File: config.mk
export PLATFORM = sky130hd
export DESIGN_NAME = fp_add_seq
export DESIGN_NICKNAME = d
export VERILOG_FILES = /design/src/rtl/fp_add_seq.sv
export SDC_FILE = /design/constraint.sdc
export NUM_CORES = 1
export LEC_CHECK = 0
export BUFFER_PORTS_ARGS = -buffer_cell sky130_fd_sc_hd__buf_2
export CAP_MARGIN = 20
export CORE_MARGIN = 4
export CORE_UTILIZATION = 27
export DETAILED_ROUTE_END_ITERATION = 8
export GPL_TIMING_DRIVEN = 0
export PLACE_DENSITY = 0.49
export RECOVER_POWER = 25
export SYNTH_ARGS = -nofsm -noshare
export SYNTH_HDL_FRONTEND = slang
export SYNTH_SLANG_ARGS = --single-unit
File: constraint.sdc
create_clock -name clk -period 3.9 [get_ports clk]
set_input_delay 0.78 -clock clk [delete_from_list [all_inputs] [get_ports clk]]
set_output_delay 0.78 -clock clk [all_outputs]
set_load 0.005 [all_outputs]
File: src/rtl/fp_add_seq.sv
// fp_add_seq: multi-cycle floating-point adder/subtractor.
// Operands are latched on start_i and walked through PREP, ALIGN (one bit
// per cycle), ADD, NORM (one bit per cycle), ROUND and DONE. Subnormals are
// treated as zero. Optional round-to-nearest-even, with overflow, underflow
// and inexact flags held alongside the result.
module fp_add_seq #(
  parameter  int EXP_W = 5,
  parameter  int MAN_W = 10,
  localparam int W     = 1 + EXP_W + MAN_W
) (
  input  logic         clk,
  input  logic         reset,
  input  logic         start_i,
  input  logic [W-1:0] a_i,
  input  logic [W-1:0] b_i,
  input  logic         rnd_en_i,
  output logic [W-1:0] result_o,
  output logic         done_o,
  output logic         busy_o,
  output logic         ovf_o,
  output logic         unf_o,
  output logic         inexact_o
);

  // The alignment counter must hold both the exponent gap and the shift cap.
  localparam int CLOG_CAP = $clog2(MAN_W + 4);
  localparam int CNT_W    = ((EXP_W > CLOG_CAP) ? EXP_W : CLOG_CAP) + 1;
  localparam logic [CNT_W-1:0] CAP       = CNT_W'(MAN_W + 3);
  localparam logic [EXP_W-1:0] EXP_ONES  = '1;
  localparam logic [MAN_W-1:0] QNAN_FRAC = MAN_W'(1) << (MAN_W - 1);
  localparam logic [EXP_W:0]   EXP_ONE   = (EXP_W + 1)'(1);

  typedef enum logic [2:0] {
    S_IDLE, S_PREP, S_ALIGN, S_ADD, S_NORM, S_ROUND, S_DONE
  } state_t;

  state_t           state;
  logic [W-1:0]     a_r, b_r;
  logic             rnd_r;
  logic             sa, sb;
  logic [EXP_W:0]   er;
  logic [MAN_W:0]   ma, mb;
  logic [MAN_W+1:0] sum;
  logic             g, r, s;
  logic [CNT_W-1:0] d, cnt;

  // Round-to-nearest-even increment decision.
  function automatic logic rne_inc(input logic en, input logic lsb,
                                   input logic gb, input logic rb, input logic sbit);
    return en & gb & (rb | sbit | lsb);
  endfunction

  // Signed infinity encoding.
  function automatic logic [W-1:0] inf_of(input logic sign);
    return {sign, EXP_ONES, {MAN_W{1'b0}}};
  endfunction

  // Operand unpacking, classification and magnitude ordering.
  logic [EXP_W-1:0] ea_u, eb_u, e_big, e_sml, e_diff;
  logic [MAN_W-1:0] fa_u, fb_u, f_big, f_sml;
  logic             s_big, s_sml, a_big, a_inf, b_inf, a_zero, b_zero;
  always_comb begin
    ea_u   = a_r[W-2:MAN_W];
    eb_u   = b_r[W-2:MAN_W];
    fa_u   = a_r[MAN_W-1:0];
    fb_u   = b_r[MAN_W-1:0];
    a_inf  = (ea_u == EXP_ONES);
    b_inf  = (eb_u == EXP_ONES);
    a_zero = (ea_u == '0);
    b_zero = (eb_u == '0);
    a_big  = ({ea_u, fa_u} >= {eb_u, fb_u});
    e_big  = a_big ? ea_u : eb_u;
    e_sml  = a_big ? eb_u : ea_u;
    f_big  = a_big ? fa_u : fb_u;
    f_sml  = a_big ? fb_u : fa_u;
    s_big  = a_big ? a_r[W-1] : b_r[W-1];
    s_sml  = a_big ? b_r[W-1] : a_r[W-1];
    e_diff = e_big - e_sml;
  end

  // Datapath arithmetic for ALIGN, ADD and ROUND.
  logic [MAN_W:0]   mb_sh;
  logic [CNT_W-1:0] cnt_nx;
  logic [MAN_W+1:0] add_sum;
  logic [MAN_W+3:0] sub_dif;
  logic             inc;
  logic [MAN_W:0]   frac_inc;
  logic [EXP_W:0]   rnd_e;
  always_comb begin
    mb_sh    = mb >> 1;
    cnt_nx   = cnt + 1'b1;
    add_sum  = {1'b0, ma} + {1'b0, mb};
    sub_dif  = {ma, 3'b000} - {mb, g, r, s};
    inc      = rne_inc(rnd_r, sum[0], g, r, s);
    // A carry out of the fraction leaves the low bits at zero by construction.
    frac_inc = {1'b0, sum[MAN_W-1:0]} + {{MAN_W{1'b0}}, inc};
    rnd_e    = er + {{EXP_W{1'b0}}, frac_inc[MAN_W]};
  end

  // Control FSM with registered outputs; reset aborts any operation at once.
  always_ff @(posedge clk or negedge reset) begin
    if (!reset) begin
      state     <= S_IDLE;
      result_o  <= '0;
      done_o    <= 1'b0;
      busy_o    <= 1'b0;
      ovf_o     <= 1'b0;
      unf_o     <= 1'b0;
      inexact_o <= 1'b0;
      a_r       <= '0;
      b_r       <= '0;
      rnd_r     <= 1'b0;
      sa        <= 1'b0;
      sb        <= 1'b0;
      er        <= '0;
      ma        <= '0;
      mb        <= '0;
      sum       <= '0;
      g         <= 1'b0;
      r         <= 1'b0;
      s         <= 1'b0;
      d         <= '0;
      cnt       <= '0;
    end else begin
      case (state)
        S_IDLE, S_DONE: begin
          if (state == S_DONE) done_o <= 1'b1;
          if (start_i) begin
            a_r       <= a_i;
            b_r       <= b_i;
            rnd_r     <= rnd_en_i;
            done_o    <= 1'b0;
            ovf_o     <= 1'b0;
            unf_o     <= 1'b0;
            inexact_o <= 1'b0;
            busy_o    <= 1'b1;
            state     <= S_PREP;
          end
        end

        S_PREP: begin
          if (a_inf || b_inf) begin
            if (a_inf && b_inf && (a_r[W-1] != b_r[W-1]))
              result_o <= {1'b0, EXP_ONES, QNAN_FRAC};
            else if (a_inf)
              result_o <= inf_of(a_r[W-1]);
            else
              result_o <= inf_of(b_r[W-1]);
            busy_o <= 1'b0;
            state  <= S_DONE;
          end else if (a_zero || b_zero) begin
            if (a_zero && b_zero)
              result_o <= {a_r[W-1] & b_r[W-1], {(W-1){1'b0}}};
            else if (a_zero)
              result_o <= b_r;
            else
              result_o <= a_r;
            busy_o <= 1'b0;
            state  <= S_DONE;
          end else begin
            sa    <= s_big;
            sb    <= s_sml;
            er    <= {1'b0, e_big};
            ma    <= {1'b1, f_big};
            mb    <= {1'b1, f_sml};
            g     <= 1'b0;
            r     <= 1'b0;
            s     <= 1'b0;
            cnt   <= '0;
            d     <= {{(CNT_W-EXP_W){1'b0}}, e_diff};
            state <= (e_diff != '0) ? S_ALIGN : S_ADD;
          end
        end

        S_ALIGN: begin
          cnt <= cnt_nx;
          g   <= mb[0];
          r   <= g;
          if (cnt_nx == CAP) begin
            mb    <= '0;
            s     <= s | r | (|mb_sh);
            state <= S_ADD;
          end else begin
            mb <= mb_sh;
            s  <= s | r;
            if (cnt_nx == d) state <= S_ADD;
          end
        end

        S_ADD: begin
          if (sa == sb) begin
            sum   <= add_sum;
            state <= (add_sum[MAN_W+1] || !add_sum[MAN_W]) ? S_NORM : S_ROUND;
          end else if (sub_dif == '0) begin
            result_o <= '0;
            busy_o   <= 1'b0;
            state    <= S_DONE;
          end else begin
            sum       <= {1'b0, sub_dif[MAN_W+3:3]};
            {g, r, s} <= sub_dif[2:0];
            state     <= sub_dif[MAN_W+3] ? S_ROUND : S_NORM;
          end
        end

        S_NORM: begin
          if (sum[MAN_W+1]) begin
            sum   <= sum >> 1;
            g     <= sum[0];
            r     <= g;
            s     <= s | r;
            er    <= er + 1'b1;
            state <= S_ROUND;
          end else if (er == EXP_ONE) begin
            result_o <= {sa, {(W-1){1'b0}}};
            unf_o    <= 1'b1;
            busy_o   <= 1'b0;
            state    <= S_DONE;
          end else begin
            sum <= {sum[MAN_W:0], g};
            g   <= r;
            r   <= s;
            er  <= er - 1'b1;
            if (sum[MAN_W-1]) state <= S_ROUND;
          end
        end

        S_ROUND: begin
          inexact_o <= g | r | s;
          if (rnd_e >= {1'b0, EXP_ONES}) begin
            result_o <= inf_of(sa);
            ovf_o    <= 1'b1;
          end else begin
            result_o <= {sa, rnd_e[EXP_W-1:0], frac_inc[MAN_W-1:0]};
          end
          busy_o <= 1'b0;
          state  <= S_DONE;
        end

        default: begin
          busy_o <= 1'b0;
          state  <= S_IDLE;
        end
      endcase
    end
  end

endmodule

=== Word level (Yosys, flattened, before mapping) ===
Cells that the tools add are included.

* Word-level logic and storage cells: 191
* Register bits: 113
* Output and inout bits: 21
* Input bits: 36

* Add/subtract/negate cells: 8
* Multiplexer cells: 83
* Equality and inequality tests: 28
* Reductions and logical operators: 37
* Bitwise gates (word level): 11
* Order comparisons: 2

{| class="wikitable"
|+ Operators with widths
! cell !! number
|-
| 16-bit 2-to-1 mux || 10
|-
| 16-bit case mux with 4 select lines || 1
|-
| 12-bit 2-to-1 mux || 4
|-
| 6-bit 2-to-1 mux || 6
|-
| 1-bit 2-to-1 mux || 32
|-
| 10-bit 2-to-1 mux || 3
|-
| 3-bit 2-to-1 mux || 8
|-
| 12-bit case mux with 2 select lines || 1
|-
| 6-bit case mux with 2 select lines || 2
|-
| 11-bit 2-to-1 mux || 2
|-
| 11-bit case mux with 2 select lines || 1
|-
| 2-bit != test (second input constant) || 10
|-
| 3-bit case mux with 6 select lines || 1
|-
| 6-bit AND reduction || 3
|-
| 15-bit >= comparator || 1
|-
| 15-bit 2-to-1 mux || 1
|-
| 3-bit AND reduction || 5
|-
| 14-bit zero test || 1
|-
| 14-bit subtractor || 1
|-
| 11-bit by 11-bit adder with 12-bit output || 1
|-
| 6-bit by 1-bit adder with 6-bit output (second input constant) || 2
|-
| 3-bit != test (second input constant) || 4
|-
| 1-bit case mux with 4 select lines || 3
|-
| 2-bit nonzero test || 6
|-
| 34 further kinds || 60
|}

=== Logic depth before layout (Yosys ltp) ===
Gate-level depths: netlist (run 1).

* Depth after elaboration: 8
* Depth in mapped cells: 17
* Gate-level depth less buffers: 17

=== Least setup slack after synthesis (run 1) ===
OpenSTA, ideal clock, no wires.

* Kind: register to register
* From: register r
* To: register result_o[12]
* Library setup time: 0.125 ns
* Buffers on the path: 0
* Data required time: 3.775 ns
* Arrival: 3.290 ns
* Clock period less this slack: 3.415 ns
* Path slack: 0.485 ns
* Stages on the path, launching flop included: 18
* Cell sequence: dfrtp_1 inv_1 ha_1 a21oi_1 ha_1 ha_1 and3_1 and3_1 ha_1 ha_1 xnor2_1 nor2_1 maj3_1 o21a_1 inv_1 nand2_1 a31o_2 mux2_4

* Word-level cells in the longest chain between the ends: 8
* Elaborated cells between the ends (all ways): 12
* Classes of those cells: add/sub (3); order compare (1); eq/ne (1); mux (2); bitwise (3); reduce/logical (2)

{| class="wikitable"
|+ Ends and longest elaborated chain
! what !! RTL line !! RTL
|-
| start, declared || 44 || <nowiki>logic g, r, s;</nowiki>
|-
| start signal, assigned || 178 || <nowiki>r <= g;</nowiki>
|-
| start signal, assigned || 200 || <nowiki>{g, r, s} <= sub_dif[2:0];</nowiki>
|-
| start signal, assigned || 209 || <nowiki>r <= g;</nowiki>
|-
| 1-bit OR (2 in series) || 50 || <nowiki>return en & gb & (rb | sbit | lsb);</nowiki>
|-
| 1-bit bitwise AND || 50 ||
|-
| 10-bit by 1-bit adder with 11-bit output || 96 || <nowiki>frac_inc = {1'b0, sum[MAN_W-1:0]} + {{MAN_W{1'b0}}, inc};</nowiki>
|-
| 6-bit by 1-bit adder with 6-bit output || 97 || <nowiki>rnd_e = er + {{EXP_W{1'b0}}, frac_inc[MAN_W]};</nowiki>
|-
| 6-bit by 5-bit >= comparator with 1-bit output || 229 || <nowiki>if (rnd_e >= {1'b0, EXP_ONES}) begin</nowiki>
|-
| 15-bit 2-to-1 mux || 229 ||
|-
| 16-bit case mux with 4 select lines || 125 || <nowiki>case (state)</nowiki>
|-
| end signal, assigned || 144 || <nowiki>result_o <= {1'b0, EXP_ONES, QNAN_FRAC};</nowiki>
|-
| end signal, assigned || 230 || <nowiki>result_o <= inf_of(sa);</nowiki>
|-
| end signal, assigned || 233 || <nowiki>result_o <= {sa, rnd_e[EXP_W-1:0], frac_inc[MAN_W-1:0]};</nowiki>
|-
| end, declared || 17 || <nowiki>output logic [W-1:0] result_o,</nowiki>
|}

Parallel ways exist; a longest one is shown, timed or not.
A chain may end at the register's enable or synchronous reset.

=== Final worst setup path (run 1) ===
* From: register r
* To: register result_o[0]

The elaborated chain is that of the path after synthesis.

==> metrics.md, run 1 <==
| Metric | Value |
|---|---|
| Result of the run | `completed` |
| N_diodes | `0` |
| Clk slew on worst S/H paths | `0.06 ns` |
| RSZ-0062 raised after global routing | `false` |
| WP data required | `4.26 ns` |
| Buffers on Ports | `56` |
| Worst Hold Class | `reg2reg` |
| Vias post-DR | `6892` |
| CTS Buffer Depth | `2` |
| Total CTS buffers | `17` |
| Final RePlAce weighted congestion | `0.8871` |
| Final HPWL from detailed placement | `18820 um` |
| Hold depth | `1` |
| Final Instance Area | `9310 sq um` |
| Cell row count | `62` |
| Largest net degree at the start of global routing | `92` |
| Top-level I/O count | `57` |
| Synth Net Count | `980` |
| First-pass GRT wire length | `39460 um` |
| Drt wl/cell | `18.22 um` |
| CTS tree | `done` |
| EDFF count, synth | `0` |
| Worst Max-Slew Pin Slew | `1.346 ns` |
| Post-Syn Instances | `895` |
| Iteration-0 DRC Markers | `474` |
| Worst Path Arrival | `4.09 ns` |
| Crit path max fanout | `7` |
| Placed Area | `8643 sq um` |
| Congestion Overflow GR | `0` |
| Worst skew pair latency | `0.42 ns` |
| Most common cell after layout, fill and taps aside | `dfrtp_1` |
| Initial antenna violation count | `0` |
| Final period utilization | `0.9555` |
| Vias in the first global route | `6899` |
| Most frequent cells in the layout | `dfrtp_1, nand2_1, a21oi_1, o21ai_0, nor2_1` |
| Die height | `178.4 um` |
| Ys Warns | `0` |
| Main synth FF type | `dfrtp_1` |
| Fillers | `3121` |
| Max-Cap Viols | `0` |
| Worst Clk Skew | `0.008602 ns` |
| # clock sinks | `113` |
| DR vias/cell | `5.038` |
| Startpoint class of the critical path | `flop` |
| Starting density of the core | `0.2732` |
| Die width | `178.4 um` |
| Layout cells sized above 1 | `0.1677` |
| Crit path capture type | `flop` |
| CTS Root Cell | `clkbuf_16` |
| Seq/Total Area, Yosys | `0.3606` |
| DRC | `0` |
| Flops & latches, synth | `113` |
| Post-layout min period | `3.726 ns` |
| Routed WL | `24930 um` |
| Total GRT Usage | `0.1607` |
| Floorplan die area | `31830 sq um` |
| Final nets | `1060` |
| Synthesized cell area | `7841 sq um` |
| Fin. max-slew vios | `0` |
| Syn avg cell area | `8.761 sq um` |
| Slew margin rel. | `0.1024` |
| Max Fclk | `268.4 MHz` |
| R2R cell count | `17` |
| Hold Vio Cnt, Final | `0` |
| ANT nets after route | `0` |
| Setup violators final | `0` |
| Syn-to-layout area delta | `18.73%` |
| Ys async rst share | `1.000` |
| Core Box Area | `28700 sq um` |
| Distinct cell type count after synthesis | `68` |
| DR pass1 iterations | `5` |
| Depth of the CTS H-tree | `4` |
| Critical setup path kind | `reg2reg` |
==> state kept, by name, indices dropped and copies added, names as in the netlist, 3 cells and up <==
register / flops
cnt: 6
ma: 11
d: 5
a_r: 16
result_o: 16
sum: 12
mb: 11
state: 3
er: 6
b_r: 16
==> synthesized netlist by cell type, types with 3 or more instances <==
cell	instances	area share
a211oi_1	16	0.015
a21o_1	3	0.0029
a21oi_1	73	0.047
a221oi_1	4	0.0045
a22oi_1	10	0.0096
a31oi_1	11	0.0088
and2_1	5	0.0040
and3_1	11	0.0088
clkbuf_1	41	0.020
dfrtp_1	113	0.36
ha_1	48	0.077
inv_1	54	0.026
mux2_2	39	0.056
mux2_4	9	0.017
mux2i_1	19	0.024
nand2_1	95	0.045
nand2b_1	7	0.0056
nand3_1	24	0.015
nand4b_1	3	0.0034
nor2_1	67	0.032
nor2b_1	5	0.0040
nor3_1	16	0.010
nor4_1	6	0.0048
o211ai_1	4	0.0038
o21a_1	4	0.0038
o21ai_0	72	0.046
o221ai_1	4	0.0045
o22ai_1	19	0.015
o31ai_1	8	0.0077
or3_1	6	0.0048
or4_1	5	0.0048
xnor2_1	28	0.031
xor2_1	20	0.022
==> final timing paths <==
check,slack (ns),start,endpoint
worst max-delay path,0.17,r$_DFFE_PN0P_,result_o[0]$_DFFE_PN0P_
worst min-delay path,0.48,ma[10]$_DFFE_PN0P_,ma[10]$_DFFE_PN0P_
worst max register to register,0.17,r$_DFFE_PN0P_,result_o[0]$_DFFE_PN0P_
worst min register to register,0.48,ma[10]$_DFFE_PN0P_,ma[10]$_DFFE_PN0P_
max in group asynchronous,1.18,reset,sum[5]$_DFFE_PN0P_
min in group asynchronous,0.62,reset,inexact_o$_DFFE_PN0P_
==> routing by layer <==
metal / wire [um] / vias up / GRT usage
li1: - / 3389 / -
met1: 11910 / 3316 / 0.2207
met2: 11640 / 162 / 0.2587
met3: 848 / 25 / 0.02607
met4: 527 / 0 / 0.05149
met5: 0 / - / 0
==> cell type report <==
cell class / instances / area [sq um] / area share
clock inverters: 6 / 83.83 / 0.009004
flip-flops and latches: 113 / 2830 / 0.3040
inverters: 54 / 205.2 / 0.02204
multi-input cells: 683 / 4727 / 0.5077
repair buffers: 62 / 324.1 / 0.03481
clock buffers: 22 / 474.2 / 0.05093
plain buffers: 44 / 185.2 / 0.01989
well taps: 384 / 480.5 / 0.05161
==> logic make-up (layout without fill, tap and decap cells) <==
| group | Yosys count | count (layout) | share of synthesized area |
|---|---|---|---|
| AO/OA/AOI/OAI | 255 | 255 | 0.2023 |
| XOR/XNOR | 48 | 48 | 0.05362 |
| adder cells (fa/ha/maj) | 50 | 50 | 0.08042 |
| buffers and inverters | 100 | 188 | 0.05010 |
| flip-flops | 113 | 113 | 0.3606 |
| multiplexers | 67 | 67 | 0.09749 |
| AND/OR/NAND/NOR | 262 | 263 | 0.1554 |
==> critical path: stages, from the launching register on <==
cell     delay (ns)
dfrtp_2        0.44
inv_2          0.09
ha_4           0.18
a21oi_2        0.07
ha_1           0.22
ha_1           0.23
and3_2         0.24
and3_1         0.21
ha_1           0.21
ha_1           0.22
xnor2_2        0.15
nor2_1         0.07
maj3_1         0.35
o21a_1         0.22
inv_4          0.12
nand3_4        0.19
o22ai_2        0.27
mux2_4         0.18
==> what timing repair did <==
| item | CTS | global route |
|---|---|---|
| pin swaps | 2 | 2 |
| setup buffers | 0 | 4 |
| gates resized for setup | 14 | 10 |
| gates cloned | 1 | 0 |
| setup endpoints to repair | 18 | 26 |
| hold buffers | 0 | 0 |
==> metrics by stage <==
stage                     utilization  worst slack, ns  hold WS (ns)  setup TNS, ns  std cells
final                          0.3244           0.1737        0.4759              0       1368
after global routing           0.3244          0.01242        0.5023              0       1368
after CTS                      0.3231         0.001102        0.2011              0       1365
after detailed placement       0.3011          -0.5319        0.4611         -5.288       1337
after global placement         0.2997          -0.5563        0.4599         -5.496       1335
after floorplan                     -           0.4853        0.4413              0        895
Power of run 1 is not shown: default switching activity piles up to over one toggle a cycle in this logic, so the estimate is an artifact.
==> run 2, diff against run 1 <==
--- a/config.mk
+++ b/config.mk
@@ -5,6 +5,7 @@
 export SDC_FILE = /design/constraint.sdc
 export NUM_CORES = 1
 export LEC_CHECK = 0
+export ABC_AREA = 1
 export BUFFER_PORTS_ARGS = -buffer_cell sky130_fd_sc_hd__buf_2
 export CAP_MARGIN = 20
 export CORE_MARGIN = 4
==> run 2 against run 1 <==
  * The run now ends with max-capacitance violations, max-slew violations left
  * Critical path depth is 3 higher
  * Utilization is 0.40 points higher
  * Global-route usage is 0.31 points higher
  * Cell count is 15% higher
  * Via count is 12% higher
  * Fmax is 1.9% lower
  * Count of clock-buffer cells in the layout is 3 lower
  * Register-to-register slack worse by 0.07 ns
  * Design area is 2.0% higher
  * Worst hold slack worse by 0.011 ns
==> metrics.md, run 2 <==
| Metric | Value |
|---|---|
| Yosys top cell area share | `0.3539` |
| Buffers on Ports | `56` |
| Post-Syn Instances | `1095` |
| Core Box Area | `28940 sq um` |
| Routed WL | `26920 um` |
| Flops & latches, synth | `113` |
| Most frequent cells in the layout | `nand2_1, inv_1, dfrtp_1` |
| CTS Root Cell | `clkbuf_16` |
| Layout cells sized above 1 | `0.1356` |
| Top Registers | `a_r x16, b_r x16, result_o x16` |
| N_diodes | `0` |
| Iteration-0 DRC Markers | `562` |
| Crit path capture type | `flop` |
| Hold Vio Cnt, Final | `0` |
| Worst skew pair latency | `0.42 ns` |
| Slew margin rel. | `-0.006688` |
| Max-Cap Viols | `1` |
| Crit path max fanout | `6` |
| Most common cell after layout, fill and taps aside | `nand2_1` |
| Clk slew on worst S/H paths | `0.06 ns` |
| Failing checks | `max-capacitance violations, max-slew violations` |
| DP Cell Count | `1536` |
| Hold buffers post-CTS | `0` |
| Drt wl/cell | `17.14 um` |
| # clock sinks | `113` |
| Fin. max-slew vios | `29` |
| DR pass1 iterations | `5` |
| Fin util | `0.3283` |
| EDFF count, synth | `0` |
| Vias post-DR | `7746` |
| Top cells by count, synth | `nand2_1, inv_1, dfrtp_1, o21ai_0, nor2_1` |
| Final period utilization | `0.9737` |
| Crit-path cells | `inv_2 -> ha_2 -> a21oi_1 -> ha_2 -> ha_2 -> nand2_1 -> nor4_4 -> nand3_2 -> nor3_4 -> ha_4 -> nand2_1 -> nor2_2 -> xor2_2 -> buf_4 -> o21ai_4 -> nor2_4 -> inv_2 -> o22ai_1 -> nand4_1 -> nand2_1` |
| Syn avg cell area | `7.297 sq um` |
| Worst Hold Class | `reg2reg` |
| Crit path max-delay cell type | `dfrtp_1` |
| Worst Path Arrival | `4.15 ns` |
| Multi-input logic area | `4552 sq um` |
| Final nets | `1259` |
| Congestion Overflow GR | `0` |
| Reg area | `2828 sq um` |
| CTS tree | `done` |
| First-pass GRT wire length | `42560 um` |
| WP data required | `4.26 ns` |
| Cell row count | `62` |
| Met3 Resource Use GR | `0.02261` |
| Fin Setup TNS | `0 ns` |
| Die height | `180.0 um` |
| Global routing usage on met2 | `0.2677` |
| Initial antenna violation count | `0` |
| Starting density of the core | `0.2761` |
| Fillers | `3124` |
| GR Util met1 | `0.2325` |
| RSZ-0062 raised after global routing | `true` |
| Most frequent cell after synthesis | `nand2_1` |
| Synth Net Count | `1180` |
| Die width | `180.0 um` |
| Critical path's largest stage delay | `0.39 ns` |
| Syn-to-layout area delta | `18.90%` |
| Final HPWL from detailed placement | `21420 um` |
| DR vias/cell | `4.931` |
| Main synth FF type | `dfrtp_1` |
| Finished Layout Cells | `1571` |
| Vias in the first global route | `7406` |
| Synth area leaders | `dfrtp_1, nand2_1, ha_1` |
| Critical setup path kind | `reg2reg` |
| Total CTS buffers | `17` |
| Depth of the CTS H-tree | `4` |
| Top-level I/O count | `57` |
| Synthesized cell area | `7990 sq um` |
| Worst Max-Slew Pin Slew | `1.510 ns` |
| CTS Buffer Depth | `2` |
| Startpoint class of the critical path | `flop` |
| Result of the run | `finished, violations left` |
| ANT nets after route | `0` |
| Floorplan die area | `32410 sq um` |
| Biggest area consumer among synthesized cells | `dfrtp_1` |
| Post-layout min period | `3.797 ns` |
| Total GRT Usage | `0.1638` |
| Seq/Total Area, Yosys | `0.3539` |
| Worst Hold Slack | `0.4649 ns` |
| Max Fclk | `263.3 MHz` |
| Ys Warns | `0` |
| Largest net degree at the start of global routing | `87` |
| Distinct cell type count after synthesis | `51` |
| Setup violators final | `0` |
| Worst Clk Skew | `0.01130 ns` |
| Final RePlAce weighted congestion | `0.9275` |
| DRC | `0` |
| Ys async rst share | `1.000` |
| Grt peak-use layer | `met2` |
## run 2: cell count changes after synthesis, sizes merged, moves of 26 or more
cell,before,now
a21oi,73,47
nand3,24,59
nand2,95,284
o21ai,72,109
mux2,48,0
inv,54,148
nand4,2,43
## run 2: final cells by class
| type | instances | share of cell area |
|---|---|---|
| Timing Repair Buffer | 60 | 0.03253 |
| Buffer | 39 | 0.01870 |
| Multi-Input combinational cell | 794 | 0.4791 |
| Tap cell | 384 | 0.05057 |
| Clock buffer | 19 | 0.04557 |
| Sequential cell | 113 | 0.2976 |
| Clock inverter | 13 | 0.01699 |
| Inverter | 149 | 0.05887 |
## run 2: per-stage QoR
stage,instance area [sq um],setup WS (ns)
floorplan,7990,0.6975
global placement,8751,-0.4282
detailed placement,8785,-0.4753
CTS,9409,-0.01366
global route,9500,-0.05360
finish,9500,0.1026
## run 2: layer usage
layer	vias to the layer above	routed length (um)
met5	-	0
met4	0	372
met3	30	1014
met2	193	12500
met1	3676	13030
li1	3847	-
## run 2: repair_timing
item | in CTS | in global routing
pin swaps | 0 | 6
setup endpoints to repair | 12 | 12
gates resized for setup | 6 | 19
buffers inserted | 0 | 3
## run 2: kinds of logic after synthesis
logic type	Yosys count	share of synthesized area
AO/OA/AOI/OAI	236	0.1779
XOR/XNOR	34	0.03727
adder cells (fa/ha/maj)	49	0.07767
buffers and inverters	188	0.09223
flip-flops	113	0.3539
AND/OR/NAND/NOR	475	0.2610
## run 2: path summary, 6_finish.rpt
path	from	to	slack (ns)	cells past startpoint
min reg2reg	result_o[4]$_DFFE_PN0P_	result_o[4]$_DFFE_PN0P_	0.46	2
max	r$_DFFE_PN0P_	result_o[5]$_DFFE_PN0P_	0.10	20
min	result_o[4]$_DFFE_PN0P_	result_o[4]$_DFFE_PN0P_	0.46	2
max in group asynchronous	reset	ma[3]$_DFFE_PN0P_	1.14	2
max reg2reg	r$_DFFE_PN0P_	result_o[5]$_DFFE_PN0P_	0.10	20
min in group asynchronous	reset	a_r[10]$_DFFE_PN0P_	0.71	1
## run 2: critical path: cells and delay by family (launching register included)
family,cells,cell delay [ns]
simple gates,9,1.56
compound gates,3,0.49
xor+xnor,1,0.16
fa+ha+maj,4,0.82
buf+inv,3,0.30
flops,1,0.39
Power of run 2 is left out for the same reason.
